## src/rtl/dcache_store_port.sv

```systemverilog
// Purpose : store-buffer-to-memory write port; turns a byte-addressed store into an aligned write with lane data and byte strobes.
// Latency : accept in N, mem_req_valid_o from N+1, response earliest N+2, next accept earliest N+3 (one store per 3 cycles).
// Backpr. : one store outstanding; sb_req_ready_o is high only in IDLE, and the request is held stable until mem_req_ready_i.
//
// Ports:
//   clk_i, rst_ni                   clock, async active-low reset
//   sb_req_valid/ready/addr/data/op  store-buffer head handshake
//   mem_req_valid/ready/addr/wdata/wstrb  memory write request
//   mem_rsp_valid_i, mem_rsp_err_i   write response
//   store_err_o/_cause_o/_addr_o     one-cycle error report (0 bus, 1 timeout, 2 misaligned, 3 illegal op)
//   idle_o                           nothing held or in flight
//
// Build option: define DCACHE_STORE_PORT_MISALIGN_CHECK_EN to reject misaligned
// SH/SW/SD with cause 2. Without it, sub-word lanes are rounded down to natural alignment.

package config_pkg;
    typedef struct packed {
        int unsigned PLEN;
        int unsigned XLEN;
    } cfg_t;

    localparam cfg_t DefaultCfg = '{PLEN: 32, XLEN: 32};
endpackage

package decode_pkg;
    typedef enum logic [3:0] {
        LSU_LB, LSU_LH, LSU_LW, LSU_LD,
        LSU_SB, LSU_SH, LSU_SW, LSU_SD
    } lsu_op_e;
endpackage

module dcache_store_port #(
    parameter config_pkg::cfg_t Cfg            = config_pkg::DefaultCfg,
    parameter int unsigned      TIMEOUT_CYCLES = 256
) (
    input  logic                        clk_i,
    input  logic                        rst_ni,

    input  logic                        sb_req_valid_i,
    output logic                        sb_req_ready_o,
    input  logic [Cfg.PLEN-1:0]         sb_req_addr_i,
    input  logic [Cfg.XLEN-1:0]         sb_req_data_i,
    input  decode_pkg::lsu_op_e         sb_req_op_i,

    output logic                        mem_req_valid_o,
    input  logic                        mem_req_ready_i,
    output logic [Cfg.PLEN-1:0]         mem_req_addr_o,
    output logic [Cfg.XLEN-1:0]         mem_req_wdata_o,
    output logic [Cfg.XLEN/8-1:0]       mem_req_wstrb_o,
    input  logic                        mem_rsp_valid_i,
    input  logic                        mem_rsp_err_i,

    output logic                        store_err_o,
    output logic [1:0]                  store_err_cause_o,
    output logic [Cfg.PLEN-1:0]         store_err_addr_o,
    output logic                        idle_o
);
    import decode_pkg::*;

    localparam int unsigned PLEN  = Cfg.PLEN;
    localparam int unsigned XLEN  = Cfg.XLEN;
    localparam int unsigned BYTES = XLEN / 8;
    localparam int unsigned OFF_W = $clog2(BYTES);
    localparam int unsigned CNT_W = $clog2(TIMEOUT_CYCLES) + 1;

`ifdef DCACHE_STORE_PORT_MISALIGN_CHECK_EN
    localparam bit MISALIGN_EN = 1'b1;
`else
    localparam bit MISALIGN_EN = 1'b0;
`endif

    localparam logic [1:0] CAUSE_BUS      = 2'd0;
    localparam logic [1:0] CAUSE_TIMEOUT  = 2'd1;
    localparam logic [1:0] CAUSE_MISALIGN = 2'd2;
    localparam logic [1:0] CAUSE_ILLEGAL  = 2'd3;

    typedef enum logic [1:0] {IDLE, REQ, WAIT} state_e;

    state_e             state_q;
    logic [PLEN-1:0]    addr_q;
    logic [PLEN-1:0]    orig_addr_q;
    logic [XLEN-1:0]    wdata_q;
    logic [BYTES-1:0]   wstrb_q;
    logic [CNT_W-1:0]   cnt_q;
    logic               err_q;
    logic [1:0]         err_cause_q;

    // Lane decode of the incoming store
    logic [OFF_W-1:0]   off;
    logic [OFF_W-1:0]   lane_off;
    logic [BYTES-1:0]   wstrb_d;
    logic [XLEN-1:0]    wdata_d;
    logic [PLEN-1:0]    addr_d;
    logic               legal_op;
    logic               misaligned;

    always_comb begin
        off        = sb_req_addr_i[OFF_W-1:0];
        lane_off   = off;
        wstrb_d    = '0;
        legal_op   = 1'b0;
        misaligned = 1'b0;
        case (sb_req_op_i)
            LSU_SB: begin
                legal_op = 1'b1;
                wstrb_d  = BYTES'(1) << off;
            end
            LSU_SH: begin
                legal_op   = 1'b1;
                misaligned = off[0];
                lane_off   = off & ~OFF_W'(1);
                wstrb_d    = BYTES'(3) << lane_off;
            end
            LSU_SW: begin
                legal_op   = 1'b1;
                misaligned = (off[1:0] != 2'b00);
                lane_off   = off & ~OFF_W'(3);
                wstrb_d    = BYTES'(4'hF) << lane_off;
            end
            LSU_SD: begin
                // Only a legal op on a 64-bit datapath; always a full-width write.
                legal_op   = (XLEN == 64);
                misaligned = (off != '0);
                lane_off   = '0;
                wstrb_d    = '1;
            end
            default: ;
        endcase
        wdata_d = sb_req_data_i << {lane_off, 3'b000};
        addr_d  = {sb_req_addr_i[PLEN-1:OFF_W], OFF_W'(0)};
    end

    always_ff @(posedge clk_i or negedge rst_ni) begin
        if (!rst_ni) begin
            state_q     <= IDLE;
            addr_q      <= '0;
            orig_addr_q <= '0;
            wdata_q     <= '0;
            wstrb_q     <= '0;
            cnt_q       <= '0;
            err_q       <= 1'b0;
            err_cause_q <= 2'd0;
        end else begin
            err_q <= 1'b0;
            case (state_q)
                IDLE: begin
                    if (sb_req_valid_i) begin
                        addr_q      <= addr_d;
                        wdata_q     <= wdata_d;
                        wstrb_q     <= wstrb_d;
                        orig_addr_q <= sb_req_addr_i;
                        if (!legal_op) begin
                            err_q       <= 1'b1;
                            err_cause_q <= CAUSE_ILLEGAL;
                        end else if (MISALIGN_EN && misaligned) begin
                            err_q       <= 1'b1;
                            err_cause_q <= CAUSE_MISALIGN;
                        end else begin
                            state_q <= REQ;
                        end
                    end
                end
                REQ: begin
                    // A response in this cycle is not ours yet and is ignored.
                    if (mem_req_ready_i) begin
                        state_q <= WAIT;
                        cnt_q   <= '0;
                    end
                end
                WAIT: begin
                    if (mem_rsp_valid_i) begin
                        state_q <= IDLE;
                        if (mem_rsp_err_i) begin
                            err_q       <= 1'b1;
                            err_cause_q <= CAUSE_BUS;
                        end
                    end else if (cnt_q == CNT_W'(TIMEOUT_CYCLES - 1)) begin
                        state_q     <= IDLE;
                        err_q       <= 1'b1;
                        err_cause_q <= CAUSE_TIMEOUT;
                    end else if (cnt_q != '1) begin
                        cnt_q <= cnt_q + CNT_W'(1);
                    end
                end
                default: state_q <= IDLE;
            endcase
        end
    end

    assign sb_req_ready_o    = (state_q == IDLE);
    assign idle_o            = (state_q == IDLE);
    assign mem_req_valid_o   = (state_q == REQ);
    assign mem_req_addr_o    = addr_q;
    assign mem_req_wdata_o   = wdata_q;
    assign mem_req_wstrb_o   = wstrb_q;
    assign store_err_o       = err_q;
    assign store_err_cause_o = err_cause_q;
    assign store_err_addr_o  = orig_addr_q;

endmodule

```

## config.mk

```make
export PLATFORM = sky130hd
export DESIGN_NAME = dcache_store_port
export DESIGN_NICKNAME = d
export VERILOG_FILES = /design/src/rtl/dcache_store_port.sv
export SDC_FILE = /design/constraint.sdc
export NUM_CORES = 1
export LEC_CHECK = 0
export BUFFER_PORTS_ARGS = -buffer_cell sky130_fd_sc_hd__buf_2
export CORE_MARGIN = 2
export CORE_UTILIZATION = 25
export DETAILED_ROUTE_END_ITERATION = 8
export SLEW_MARGIN = 20
export SYNTH_ARGS = -nofsm -noshare
export SYNTH_HDL_FRONTEND = slang
export SYNTH_SLANG_ARGS = --single-unit
```

## constraint.sdc

```tcl
create_clock -name clk_i -period 2.2 [get_ports clk_i]
set_input_delay 0.33 -clock clk_i [delete_from_list [all_inputs] [get_ports clk_i]]
set_output_delay 0.33 -clock clk_i [all_outputs]
set_load 0.01 [all_outputs]
```

==> out/metrics.yaml, run 1 <==
remaining_drc_errors: 0
numPortBuffers: 177
p_per_area_nw_per_um2: 890
critPathSlowestCell: "or4b_4"
wl_per_cell_um: 14.0
clock_power_share: 0.333
grt_pass1_vias: 3153
num_antenna_cells: 0
vias_per_cell: 4.47
gp_congestion: 0.724
io_pins: 180
maxUsedRoutingLayer: "met4"
cp_max_fo: 4
synth-seq-cells: 82
p_total_mw: 4.63
syn-cell-area_um2: 3910
setup_viol: 0
cts_max_path_buffers: 2
yosysWarnings: 0
synth_flop_cell: "dfrtp_1"
fill_cells: 1573
dr_total_vias: 3425
drive_gt1_frac: 0.396
fin_crit_sh: 0.943
wirelength_um: 10700
rows: 45
crit_top_cell: "nor2_1"
layout-area-overhead-vs-synth_pct: 33.2
die_area_um2: 16600
dr.pass1.iters: 7
p_int_mw: 3.19
finClkSkew_ns: 0.00615
post_synth_mux_area_share: 0.0641
wl_met3_um: 744
synth_commonest_cells: "nand2_1 (124), dfrtp_1 (82), buf_4 (33), mux2i_1 (25), o21ai_0 (21)"
synth_top_cell_by_area: "dfrtp_1"
grt_max_degree: 48
synth_edf_count: 0
wl_met1_um: 4590
max_cap_violations: 0
dpl.cell_count: 749
hold_class: "in2reg"
swShare: 0.310
synthCells: 402
cts_num_sinks: 82
max_stage_delay_ns: 0.52
hold_violations: 0
worstSetupPathType: "reg2reg"
seqPwrFrac: 0.416
yosysSeqAreaShare: 0.525
met2_length_um: 5210
ant_nets: 0
ctsRootBufferMaster: "clkbuf_16"
drt_first_iter_violations: 128
core_um2: 15300
grt_pass1_wl_um: 16400
hold_depth: 3
synth_area_per_cell_um2: 9.72
die_h_um: 129
cp_data_required_time_ns: 2.42
clkSlewWorstSetupHoldPaths_ns: 0.06
synthXorXnorAreaFrac: 0.00673
stdcell_count: 766
yosys.area_share.simple: 0.188
cts_tree: "done"
final.min_clock_period_ns: 2.07
synthArstFlopShare: 1.00
slew_viol_final: 0
synth-compound-area-share: 0.111
hpwl_um: 7990
htreeDepth: 3
grt_overflow_total: 0
yosys-top-cells-area: "dfrtp_1 (53%), nand2_1 (12%), mux2i_1 (6.4%)"
reg2reg_depth: 8
cts_setup_buffers: 0
run_status: "finished, final reports clean"
grt_use_total: 0.130
die_w_um: 129
start_kind: "flip-flop"
max_freq_ghz: 0.482
combPwrFrac: 0.251
crit_chain: "ha_1 > nand3_1 > nor2_1 > ha_2 > or4b_4 > nor4b_4 > xnor2_1 > nor2_1"
ir_worst_vdd_mv: 0.412
synthAdderAreaFrac: 0.00961
p_leak_nw: 2.76
numCtsBuffers: 9
synth_top_family_by_area: "simple AND/OR/NAND/NOR gates"
synth_top_cell_area_share: 0.525
yosysMostFrequentCell: "nand2_1"
cp.arrival_ns: 2.29
netlist-cell-type-count: 42
antenna_found_initial: 0
start_util: 0.256
nets: 627
p_sw_mw: 1.44
cp-end-kind: "flip-flop"
clk_latency_ns: 0.34
layer usage:
layer | track usage | vias up
met3 | 0.0358 | 12
met1 | 0.162 | 1650
li1 | - | 1626
met4 | 0.0575 | 0
met5 | 0 | -
met2 | 0.213 | 137
power groups by stage:
| stage | sequential [mW] | clock, mW | combinational, mW |
|---|---|---|---|
| after floorplan | 2.06 | 0 | 0.611 |
| after global placement | 1.94 | 0 | 1.17 |
| after detailed placement | 1.96 | 0 | 1.18 |
| after CTS | 1.93 | 1.61 | 1.19 |
| after global routing | 1.97 | 1.68 | 1.30 |
| final | 1.93 | 1.54 | 1.16 |
through the flow:
step	TNS [ns]	setup WS [ns]	util	cell area, µm²	hold WS (ns)
floorplan	0	0.193	-	3910	0.0344
global placement	0	0.116	0.318	4850	0.320
detailed placement	0	0.0441	0.318	4850	0.330
CTS	0	0.00623	0.339	5170	0.155
global route	-0.0106	-0.0106	0.341	5200	0.167
finish	0	0.126	0.341	5200	0.177
cell type report:
cell class | instances | area [µm²] | share of cell area
Inverter | 5 | 18.8 | 0.00361
Timing Repair Buffer | 190 | 1010 | 0.195
Sequential cell | 82 | 2050 | 0.394
Tap cell | 211 | 264 | 0.0507
Clock inverter | 4 | 50.0 | 0.00962
Clock buffer | 12 | 256 | 0.0493
Multi-Input combinational cell | 262 | 1550 | 0.297
state kept, by name, summed over array words and instances, names as in the netlist:
| signal | flops |
|---|---|
| store_err_addr_o | 32 |
| store_err_o | 1 |
| mem_req_wstrb_o | 4 |
| state_q | 2 |
| mem_req_wdata_o | 32 |
| cnt_q | 9 |
| store_err_cause_o | 2 |
path summary, 6_finish.rpt:
check / startpoint / to / slack (ns)
worst max-delay path: cnt_q[0]$_DFFE_PN0P_ / cnt_q[4]$_DFFE_PN0P_ / 0.13
worst min-delay path: sb_req_addr_i[8] / store_err_addr_o[8]$_DFFE_PN0P_ / 0.18
worst max register to register: cnt_q[0]$_DFFE_PN0P_ / cnt_q[4]$_DFFE_PN0P_ / 0.13
worst min register to register: store_err_addr_o[0]$_DFFE_PN0P_ / store_err_addr_o[0]$_DFFE_PN0P_ / 0.47
max in group asynchronous: rst_ni / store_err_addr_o[25]$_DFFE_PN0P_ / 1.07
min in group asynchronous: rst_ni / mem_req_wdata_o[12]$_DFFE_PN0P_ / 0.50
cell usage in the layout (no fill, tap or decap), types with 3 or more instances in the layout:
cell and n:
inv_1 5, a21oi_1 5, a22o_1 8, a32oi_1 7, clkbuf_16 9, dfrtp_1 82
nor2_1 13, buf_4 11, o221ai_1 6, nand3_1 7, buf_2 176, nand2_1 124
nor2b_1 3, nand2b_1 4, mux2i_1 25, o21ai_0 21
cells by family after synthesis:
logic type,Yosys count
multiplexers,25
adder cells (fa/ha/maj),3
other,1
AND/OR/NAND/NOR,168
buffers and inverters,59
flip-flops,82
XOR/XNOR,3
AO/OA/AOI/OAI,61
repair_timing:
| action | in CTS | in global routing |
|---|---|---|
| endpoints found under the setup margin | 0 | 6 |
| hold endpoints to repair | 35 | 0 |
| resized for setup | 0 | 8 |
| hold buffers | 1 | 0 |
critical path: cells and delay by family, from the launching register on:
family	cells	cell delay (ns)
simple gates	5	0.95
fa+ha+maj	2	0.43
xor+xnor	1	0.15
flops	1	0.41
Note: power is estimated with default switching activity, not from simulation.
==> run 2, diff against run 1 <==
--- a/config.mk
+++ b/config.mk
@@ -9,6 +9,7 @@
 export CORE_MARGIN = 2
 export CORE_UTILIZATION = 25
 export DETAILED_ROUTE_END_ITERATION = 8
+export SETUP_SLACK_MARGIN = 0.15
 export SLEW_MARGIN = 20
 export SYNTH_ARGS = -nofsm -noshare
 export SYNTH_HDL_FRONTEND = slang
==> run 2 against run 1 <==
- critical path depth did not move
- sequential power barely moved
- core utilization rose by 0.33 points
- flip-flop and latch count did not move
- global-route usage rose by 0.19 points
- first-iteration DRC count rose by 7.8%
- non-clock buffer count rose by 4
- power rose by 0.59%
- critical endpoint unchanged
- largest cell class unchanged
- largest power group unchanged
==> out/metrics.yaml, run 2 (synthesis gave the netlist of run 1 again) <==
worstSetupPathType: "reg2reg"  # unchanged
cts_tree: "done"  # unchanged
remaining_drc_errors: 0  # unchanged
max_freq_ghz: 0.496  # was 0.482 GHz
cp.arrival_ns: 2.24  # was 2.29 ns
ir_worst_vdd_mv: 0.411  # was 0.412 mV
drt_first_iter_violations: 138  # was 128
num_antenna_cells: 0  # unchanged
hold_depth: 3  # unchanged
clkSlewWorstSetupHoldPaths_ns: 0.06  # about the same
hold_start: "sb_req_addr_i[8]"  # unchanged
io_pins: 180  # unchanged
fin_util: 0.344  # was 0.341
dr.pass1.iters: 5  # was 7
start_util: 0.256  # unchanged
ant_nets: 0  # unchanged
nets: 631  # was 627
run_status: "finished, final reports clean"  # unchanged
fin_crit_sh: 0.916  # was 0.943
hpwl_um: 7990  # unchanged
max_cap_violations: 0  # unchanged
r2r_start: "cnt_q[1]$_DFFE_PN0P_"  # was cnt_q[0]$_DFFE_PN0P_
rows: 45  # unchanged
clk_latency_ns: 0.34  # about the same
cp_data_required_time_ns: 2.42  # about the same
die_area_um2: 16600  # unchanged
grt_use_total: 0.132  # was 0.130
finClkSkew_ns: 0.00939  # was 0.00615 ns
vias_per_cell: 4.45  # was 4.47
final_cell_mix: "buf_2 (176), nand2_1 (124), dfrtp_1 (82), mux2i_1 (25), o21ai_0 (21)"  # unchanged
p_total_mw: 4.66  # was 4.63 mW
die_h_um: 129  # unchanged
gp_congestion: 0.724  # unchanged
cts_num_sinks: 82  # unchanged
p_per_area_nw_per_um2: 887  # was 890 nW/µm²
die_w_um: 129  # unchanged
reg2reg_depth: 8  # unchanged
r2r_slack_ns: 0.18  # was 0.13 ns
dr_total_vias: 3426  # was 3425
hold_violations: 0  # unchanged
numPortBuffers: 177  # unchanged
layout-area-overhead-vs-synth_pct: 34.5  # was 33.2%
numCtsBuffers: 9  # unchanged
hold_end: "store_err_addr_o[8]$_DFFE_PN0P_"  # unchanged
hold_class: "in2reg"  # unchanged
htreeDepth: 3  # unchanged
final.setup.tns_ns: 0  # unchanged
antenna_found_initial: 0  # unchanged
grt_pass1_vias: 3205  # was 3153
ctsRootBufferMaster: "clkbuf_16"  # unchanged
hold-worst-slack_ns: 0.177  # about the same
p_leak_nw: 2.78  # was 2.76 nW
cts_max_path_buffers: 2  # unchanged
final_common_cell: "buf_2"  # unchanged
core_um2: 15300  # unchanged
cp-end-kind: "flip-flop"  # unchanged
wl_per_cell_um: 14.1  # was 14.0 µm
grt_overflow_total: 0  # unchanged
start_kind: "flip-flop"  # unchanged
rsz0062_at_grt: "true"
cp_max_fo: 3  # was 4
wirelength_um: 10800  # was 10700 µm
slew_viol_final: 0  # unchanged
setup_viol: 0  # unchanged
drive_gt1_frac: 0.406  # was 0.396
reg2reg_to: "cnt_q[4]$_DFFE_PN0P_"  # unchanged
grt_pass1_wl_um: 16700  # was 16400 µm
final.min_clock_period_ns: 2.02  # was 2.07 ns
grt_max_degree: 48  # unchanged
[run 2: layer usage]
layer  global-route usage  vias to the layer above  share of wire  wire, µm
met5                    0                        -              0         0
met4               0.0575                        0          0.018       192
met3               0.0358                       12          0.067       720
met2                0.219                      135           0.49      5260
met1                0.162                     1646           0.43      4650
li1                     -                     1633              -         -
[run 2: layout make-up]
class,count,area (µm²)
clock inverters,4,50.0
fillers,1563,10000
clock buffers,12,256
flip-flops and latches,82,2050
multi-input cells,262,1570
inverters,5,18.8
well taps,211,264
repair buffers,194,1040
[run 2: report_power, final]
| group | switching, mW | leakage [nW] | internal (mW) | total [mW] |
|---|---|---|---|---|
| logic | 0.682 | 1.60 | 0.503 | 1.18 |
| clock network | 0.607 | 0.145 | 0.940 | 1.55 |
| registers | 0.160 | 1.04 | 1.77 | 1.93 |
[run 2: what timing repair did]
item,CTS,global route
cloned,0,0
hold buffers,1,0
setup endpoints to repair,5,5
resized for setup,8,4
pin swaps,2,4
hold endpoints to repair,35,0
buffers inserted,2,2
[run 2: how the worst max path moves through the flow]
stage	startpoint	endpoint	depth (start not counted)
6_report	cnt_q[1]$_DFFE_PN0P_	cnt_q[4]$_DFFE_PN0P_	8
5_1_grt	cnt_q[3]$_DFFE_PN0P_	cnt_q[4]$_DFFE_PN0P_	7
4_1_cts	cnt_q[1]$_DFFE_PN0P_	cnt_q[4]$_DFFE_PN0P_	8
3_5_place_dp	cnt_q[0]$_DFFE_PN0P_	cnt_q[7]$_DFFE_PN0P_	8
3_3_place_gp	cnt_q[0]$_DFFE_PN0P_	cnt_q[6]$_DFFE_PN0P_	8
2_1_floorplan	cnt_q[0]$_DFFE_PN0P_	cnt_q[3]$_DFFE_PN0P_	8
[run 2: through the flow]
step | worst slack [ns] | std cells | cell area [µm²]
2_1_floorplan | 0.193 | 403 | 3910
3_3_place_gp | 0.116 | 749 | 4850
3_5_place_dp | 0.0441 | 749 | 4850
4_1_cts | 0.176 | 768 | 5220
5_1_grt | 0.0899 | 770 | 5250
6_report | 0.184 | 770 | 5250
[run 2: critical path, cell delays in order, from the launching register on]
cell and delay (ns):
dfrtp_1 0.40, ha_2 0.20, nand3_2 0.06, nor2_2 0.05, ha_4 0.17, or4b_4 0.52
nor4b_4 0.29, xnor2_1 0.15, nor2_1 0.06
